**src/rtl/beamformer_sequencer.sv**
```systemverilog
// Beamformer pass sequencer: prime, feed (address, slice) pairs, drain the pipeline, read results out.
// Optional macro BFSEQ_LOOP_EN adds i_loop_mode so DONE restarts the next pass without returning to IDLE.
module beamformer_sequencer #(
    parameter int unsigned NUM_SAMPLES  = 2048,
    parameter int unsigned NUM_SLICES   = 3,
    parameter int unsigned DRAIN_CYCLES = 64,
    parameter int unsigned ADDR_W       = 11
) (
    input  logic              i_clk,
    input  logic              i_rst,
`ifdef BFSEQ_LOOP_EN
    input  logic              i_loop_mode,
`endif
    input  logic              i_start,
    input  logic              i_abort,
    input  logic              i_usedataflag,
    input  logic              i_readout_ready,
    output logic [ADDR_W-1:0] o_readin_address,
    output logic              o_readinen,
    output logic [1:0]        o_slice_state,
    output logic [15:0]       o_sample_index,
    output logic              o_startbeamformer,
    output logic [ADDR_W-1:0] o_sumout_address,
    output logic              o_sumouten,
    output logic              o_out_valid,
    output logic [ADDR_W:0]   o_wr_count,
    output logic              o_busy,
    output logic              o_done
);

    localparam int unsigned      CNT_W  = ADDR_W + 1;
    localparam int unsigned      DRN_W  = $clog2(DRAIN_CYCLES + 1);
    localparam logic [CNT_W-1:0] WR_MAX = {1'b1, {ADDR_W{1'b0}}};
    localparam logic [CNT_W-1:0] RD_MAX = CNT_W'(NUM_SAMPLES);

    typedef enum logic [2:0] {
        S_IDLE,
        S_PRIME,
        S_FEED,
        S_DRAIN,
        S_READOUT,
        S_FLUSH,
        S_DONE
    } state_t;

    state_t            r_state,            w_nxt_state;
    logic [ADDR_W-1:0] r_readin_address,   w_nxt_readin_address;
    logic              r_readinen,         w_nxt_readinen;
    logic [1:0]        r_slice_state,      w_nxt_slice_state;
    logic [15:0]       r_sample_index,     w_nxt_sample_index;
    logic              r_startbeamformer,  w_nxt_startbeamformer;
    logic [ADDR_W-1:0] r_sumout_address,   w_nxt_sumout_address;
    logic              r_sumouten,         w_nxt_sumouten;
    logic              r_out_valid,        w_nxt_out_valid;
    logic [CNT_W-1:0]  r_wr_count,         w_nxt_wr_count;
    logic              r_busy,             w_nxt_busy;
    logic              r_done,             w_nxt_done;
    logic [DRN_W-1:0]  r_drain_cnt,        w_nxt_drain_cnt;
    logic [CNT_W-1:0]  r_rd_cnt,           w_nxt_rd_cnt;

    logic              w_loop;
    logic              w_go_prime;
    logic              w_go_idle;
    logic [CNT_W-1:0]  w_wr_inc;
    logic [CNT_W-1:0]  w_rd_lim;
    logic [DRN_W-1:0]  w_drain_inc;

`ifdef BFSEQ_LOOP_EN
    assign w_loop = i_loop_mode;
`else
    assign w_loop = 1'b0;
`endif

    // Saturating write count and number of output words that actually exist in the RAM
    assign w_wr_inc    = (r_wr_count == WR_MAX) ? r_wr_count : r_wr_count + CNT_W'(1);
    assign w_rd_lim    = (r_wr_count < RD_MAX) ? r_wr_count : RD_MAX;
    assign w_drain_inc = r_drain_cnt + DRN_W'(1);

    always_ff @(posedge i_clk) begin
        if (i_rst) begin
            r_state           <= S_IDLE;
            r_readin_address  <= '0;
            r_readinen        <= 1'b0;
            r_slice_state     <= 2'd0;
            r_sample_index    <= 16'hFFFF;
            r_startbeamformer <= 1'b0;
            r_sumout_address  <= '0;
            r_sumouten        <= 1'b0;
            r_out_valid       <= 1'b0;
            r_wr_count        <= '0;
            r_busy            <= 1'b0;
            r_done            <= 1'b0;
            r_drain_cnt       <= '0;
            r_rd_cnt          <= '0;
        end else begin
            r_state           <= w_nxt_state;
            r_readin_address  <= w_nxt_readin_address;
            r_readinen        <= w_nxt_readinen;
            r_slice_state     <= w_nxt_slice_state;
            r_sample_index    <= w_nxt_sample_index;
            r_startbeamformer <= w_nxt_startbeamformer;
            r_sumout_address  <= w_nxt_sumout_address;
            r_sumouten        <= w_nxt_sumouten;
            r_out_valid       <= w_nxt_out_valid;
            r_wr_count        <= w_nxt_wr_count;
            r_busy            <= w_nxt_busy;
            r_done            <= w_nxt_done;
            r_drain_cnt       <= w_nxt_drain_cnt;
            r_rd_cnt          <= w_nxt_rd_cnt;
        end
    end

    // Next state and next registered outputs; abort overrides everything at the end
    always_comb begin
        w_nxt_state           = r_state;
        w_nxt_readin_address  = r_readin_address;
        w_nxt_readinen        = r_readinen;
        w_nxt_slice_state     = r_slice_state;
        w_nxt_sample_index    = r_sample_index;
        w_nxt_startbeamformer = r_startbeamformer;
        w_nxt_sumout_address  = r_sumout_address;
        w_nxt_sumouten        = 1'b0;
        w_nxt_out_valid       = r_sumouten;
        w_nxt_wr_count        = r_wr_count;
        w_nxt_busy            = r_busy;
        w_nxt_done            = 1'b0;
        w_nxt_drain_cnt       = r_drain_cnt;
        w_nxt_rd_cnt          = r_rd_cnt;
        w_go_prime            = 1'b0;
        w_go_idle             = 1'b0;

        case (r_state)
            S_IDLE: begin
                if (i_start) begin
                    w_go_prime = 1'b1;
                end
            end
            S_PRIME: begin
                w_nxt_state          = S_FEED;
                w_nxt_readin_address = '0;
                w_nxt_slice_state    = 2'd1;
                w_nxt_sample_index   = r_sample_index + 16'd1;
            end
            S_FEED: begin
                if (i_usedataflag) begin
                    w_nxt_wr_count = w_wr_inc;
                end
                if (r_slice_state == 2'(NUM_SLICES)) begin
                    if (r_readin_address == ADDR_W'(NUM_SAMPLES - 1)) begin
                        w_nxt_state       = S_DRAIN;
                        w_nxt_readinen    = 1'b0;
                        w_nxt_slice_state = 2'd0;
                        w_nxt_drain_cnt   = '0;
                    end else begin
                        w_nxt_slice_state    = 2'd1;
                        w_nxt_readin_address = r_readin_address + ADDR_W'(1);
                        w_nxt_sample_index   = r_sample_index + 16'd1;
                    end
                end else begin
                    w_nxt_slice_state  = r_slice_state + 2'd1;
                    w_nxt_sample_index = r_sample_index + 16'd1;
                end
            end
            S_DRAIN: begin
                if (i_usedataflag) begin
                    w_nxt_drain_cnt = '0;
                    w_nxt_wr_count  = w_wr_inc;
                end else if (w_drain_inc == DRN_W'(DRAIN_CYCLES)) begin
                    w_nxt_startbeamformer = 1'b0;
                    w_nxt_rd_cnt          = '0;
                    if (r_wr_count == '0) begin
                        w_nxt_state = S_DONE;
                        w_nxt_done  = 1'b1;
                    end else begin
                        w_nxt_state = S_READOUT;
                    end
                end else begin
                    w_nxt_drain_cnt = w_drain_inc;
                end
            end
            S_READOUT: begin
                // Leave once the final read is on the RAM port so its out_valid lands in FLUSH
                if (r_rd_cnt == w_rd_lim) begin
                    w_nxt_state = S_FLUSH;
                end else if (i_readout_ready) begin
                    w_nxt_sumouten       = 1'b1;
                    w_nxt_sumout_address = r_rd_cnt[ADDR_W-1:0];
                    w_nxt_rd_cnt         = r_rd_cnt + CNT_W'(1);
                end
            end
            S_FLUSH: begin
                w_nxt_state = S_DONE;
                w_nxt_done  = 1'b1;
            end
            S_DONE: begin
                if (w_loop) begin
                    w_go_prime = 1'b1;
                end else begin
                    w_go_idle = 1'b1;
                end
            end
            default: begin
                w_go_idle = 1'b1;
            end
        endcase

        if (w_go_prime) begin
            w_nxt_state           = S_PRIME;
            w_nxt_readin_address  = '0;
            w_nxt_readinen        = 1'b1;
            w_nxt_slice_state     = 2'd0;
            w_nxt_sample_index    = 16'hFFFF;
            w_nxt_startbeamformer = 1'b1;
            w_nxt_sumout_address  = '0;
            w_nxt_wr_count        = '0;
            w_nxt_busy            = 1'b1;
            w_nxt_drain_cnt       = '0;
            w_nxt_rd_cnt          = '0;
        end

        if (w_go_idle || i_abort) begin
            w_nxt_state           = S_IDLE;
            w_nxt_readin_address  = '0;
            w_nxt_readinen        = 1'b0;
            w_nxt_slice_state     = 2'd0;
            w_nxt_sample_index    = 16'hFFFF;
            w_nxt_startbeamformer = 1'b0;
            w_nxt_sumout_address  = '0;
            w_nxt_sumouten        = 1'b0;
            w_nxt_out_valid       = 1'b0;
            w_nxt_wr_count        = '0;
            w_nxt_busy            = 1'b0;
            w_nxt_done            = 1'b0;
            w_nxt_drain_cnt       = '0;
            w_nxt_rd_cnt          = '0;
        end
    end

    assign o_readin_address  = r_readin_address;
    assign o_readinen        = r_readinen;
    assign o_slice_state     = r_slice_state;
    assign o_sample_index    = r_sample_index;
    assign o_startbeamformer = r_startbeamformer;
    assign o_sumout_address  = r_sumout_address;
    assign o_sumouten        = r_sumouten;
    assign o_out_valid       = r_out_valid;
    assign o_wr_count        = r_wr_count;
    assign o_busy            = r_busy;
    assign o_done            = r_done;

endmodule

```
**config.mk**
```make
export PLATFORM = sky130hd
export DESIGN_NAME = beamformer_sequencer
export DESIGN_NICKNAME = d
export VERILOG_FILES = /design/src/rtl/beamformer_sequencer.sv
export SDC_FILE = /design/constraint.sdc
export NUM_CORES = 1
export LEC_CHECK = 0
export BUFFER_PORTS_ARGS = -buffer_cell sky130_fd_sc_hd__buf_2
export CORE_UTILIZATION = 35
export DETAILED_ROUTE_END_ITERATION = 7
export PLACE_DENSITY = 0.6
export SYNTH_ARGS = -nofsm -noshare
export SYNTH_HDL_FRONTEND = slang
export SYNTH_SLANG_ARGS = --single-unit
```
**constraint.sdc**
```tcl
create_clock -name i_clk -period 3 [get_ports i_clk]
set_clock_uncertainty 0.1 [all_clocks]
set_input_delay 0.15 -clock i_clk [delete_from_list [all_inputs] [get_ports i_clk]]
set_output_delay 0.15 -clock i_clk [all_outputs]
set_load 0.1 [all_outputs]
```
==> qor.csv <==
metric,value,unit
outcome,"finished, violations left",
violations,design-rule violations,
clock-root-buffer,clkbuf_16,
utilization,42.62,%
nets,566,
htree_levels,3,
first_iter_violations,312,
syn_area,4163,sq um
drc_errors,12,
postSynthCellCount,496,
syn2layout_area_growth,17.91,%
grt_max_degree,34,
hold_viol,0,
synth_edf_count,0,
irDropWorstVdd,0.2897,mV
yosysSeqAreaShare,38.47,%
wirelength,9774,microns
clock_latency,0.34,ns
grt.total_usage,16.52,%
ys_types,61,
period_needed,2.612,ns
clk_pin_slew,0.06,ns
rows,39,
avgSynthCellArea,8.393,sq um
rsz0062_at_grt,false,
max_freq,382.9,MHz
cp.required,3.13,ns
final_common_cell,dfxtp_1,
slew_violations,0,
regArea,1602,sq um
worstReg2RegStart,r_drain_cnt[0],
final.period_utilization,87.07,%
min_from,i_abort,
cp.arrival,2.74,ns
cts_tree,built,
crit_type,register to register,
place_ws,0.2291,ns
fin_ws,0.3880,ns
grt_pass1_vias,3417,
initial_core_util,36.15,%
wl_per_cell,13.98,microns
finalSetupViolations,0,
gp_congestion,0.8189,
firstDrtPassIters,6,
async_flop_share,0,%
synth_area_leaders,"dfxtp_1 38%, nor2_1 5.5%, xnor2_1 4.6%",
n_antenna_cell,0,
hp-class,input port to register,
cp-start-kind,register,
max-cap-violations,0,
drtAntennaViolNets,0,
core,11520,sq um
tightestPinTransition,1.037,ns
synth-seq-cells,80,
final_cell_mix,"80 x dfxtp_1, 63 x buf_2, 61 x nor2_1, 51 x nand2_1, 27 x nand3_1",
antenna_found_initial,0,
drive_above_1_share,18.53,%
fillCellCount,1128,
cellPowerDensity,506.7,nW/um^2
vias_per_cell,5.285,
io_buffers,63,
crit_fanout,9,
overflow,0,
die_x,111.1,microns
crit_start,r_drain_cnt[0],
synth.top_cell.area_share,38.47,%
cts_inserted_buffers,9,
yosysTopAreaCell,dfxtp_1,
synth_nets,510,
clock-sinks,80,
hpwl,6966,microns
die_h,111.1,microns
num_vias,3694,
crit_path_end_kind,register,
multiInputGateArea,2356,sq um
slew_headroom,30.29,%
ctsHoldBuffers,0,
finalSetupTns,0,ns
p_leak,0.001837,uW
synthFlopType,dfxtp_1,
ios,64,
grt_first_pass_wirelength,16660,microns
clk_path_buf_depth,2,
yosysWarnings,0,
die-area,12330,sq um
## critical path, cell delays in order, from the launching register on
cell and delay, ns:
dfxtp_1 0.46, ha_1 0.33, nand4_2 0.15, or3_4 0.37, a2111oi_4 0.42, a31o_1 0.39, mux2i_1 0.22, nor2_1 0.05
## synth_stat cells (2+ instances only)
master and count:
a2111oi_4 2, a21boi_0 4, a21oi_1 18, a31oi_1 11, a32oi_1 2, a41oi_1 2, and2_1 2, and3_1 13
and3b_1 2, and4_1 6, buf_1 3, buf_2 4, buf_4 5, buf_6 5, clkbuf_1 8, dfxtp_1 80
ha_1 8, inv_1 15, mux2i_1 15, nand2_1 51, nand2b_1 4, nand3_1 27, nand3b_1 6, nand4_1 8
nor2_1 61, nor2b_1 4, nor3_1 17, nor3_2 2, nor3b_1 2, nor4_1 6, nor4b_1 2, nor4bb_1 2
o21ai_0 26, o21ai_1 3, o31a_2 2, o32ai_1 2, or3_1 11, xnor2_1 22, xor2_1 11
## area by class of cell
| cell class | instances | area share (%) |
|---|---|---|
| inverters | 16 | 1.224 |
| multi-input cells | 375 | 48.00 |
| flip-flops and latches | 80 | 32.63 |
| clock buffers | 10 | 4.869 |
| well taps | 143 | 3.645 |
| repair buffers | 70 | 7.494 |
| clock inverters | 5 | 2.141 |
## where the power goes
part	internal [uW]	switching, uW
clock	831	435
sequential	1070	8.35
combinational	36.6	107
total	1940	550
## kinds of logic (layout without fill, tap and decap cells)
group	after synthesis	count (layout)	synth area share [%]
buffers and inverters	41	101	5.170
and+or+nand+nor	230	230	27.98
xor gates and xnor gates	33	33	6.943
DFF	80	80	38.47
adders and majority gates	8	8	2.405
AOI/OAI and AO/OA	89	89	15.42
muxes	15	15	3.607
## sequential cells by signal (all words and copies together) (netlist names), 2 cells and up
register          cells
o_slice_state         2
o_wr_count           12
o_sample_index       16
o_readin_address     11
r_rd_cnt             12
r_drain_cnt           7
r_state               3
o_sumout_address     11
## worst paths after layout
path,end,slack [ns],cells past startpoint
setup reg to reg,r_drain_cnt[6],0.39,7
setup / recovery,r_drain_cnt[6],0.39,7
hold reg to reg,o_busy,0.35,2
hold / removal,o_out_valid,0.06,3
## what timing repair did
| item | 4_1_cts | 5_1_grt |
|---|---|---|
| gates resized for setup | 0 | 1 |
| setup buffers | 0 | 0 |
| setup endpoints to repair | 0 | 4 |
## metrics by stage
step / std cells / cell area, sq um / power [uW] / hold WS (ns)
floorplan: 496 / 4163 / 1214 / 0.2694
global placement: 684 / 4561 / 1243 / 0.3387
detailed placement: 684 / 4561 / 1245 / 0.3405
CTS: 699 / 4905 / 2509 / 0.05136
global route: 699 / 4908 / 2571 / 0.07834
finish: 699 / 4908 / 2487 / 0.06134
## metal layers
metal | wire [microns] | up-vias | GRT usage, % | share of wire (%)
met3 | 418 | 12 | 3.280 | 4.3
met4 | 167 | 0 | 6.577 | 1.7
met1 | 4823 | 1735 | 21.89 | 49
met5 | 0 | - | 0 | 0
li1 | - | 1875 | - | -
met2 | 4365 | 72 | 26.33 | 45
Power figures use the tool's default switching activity.
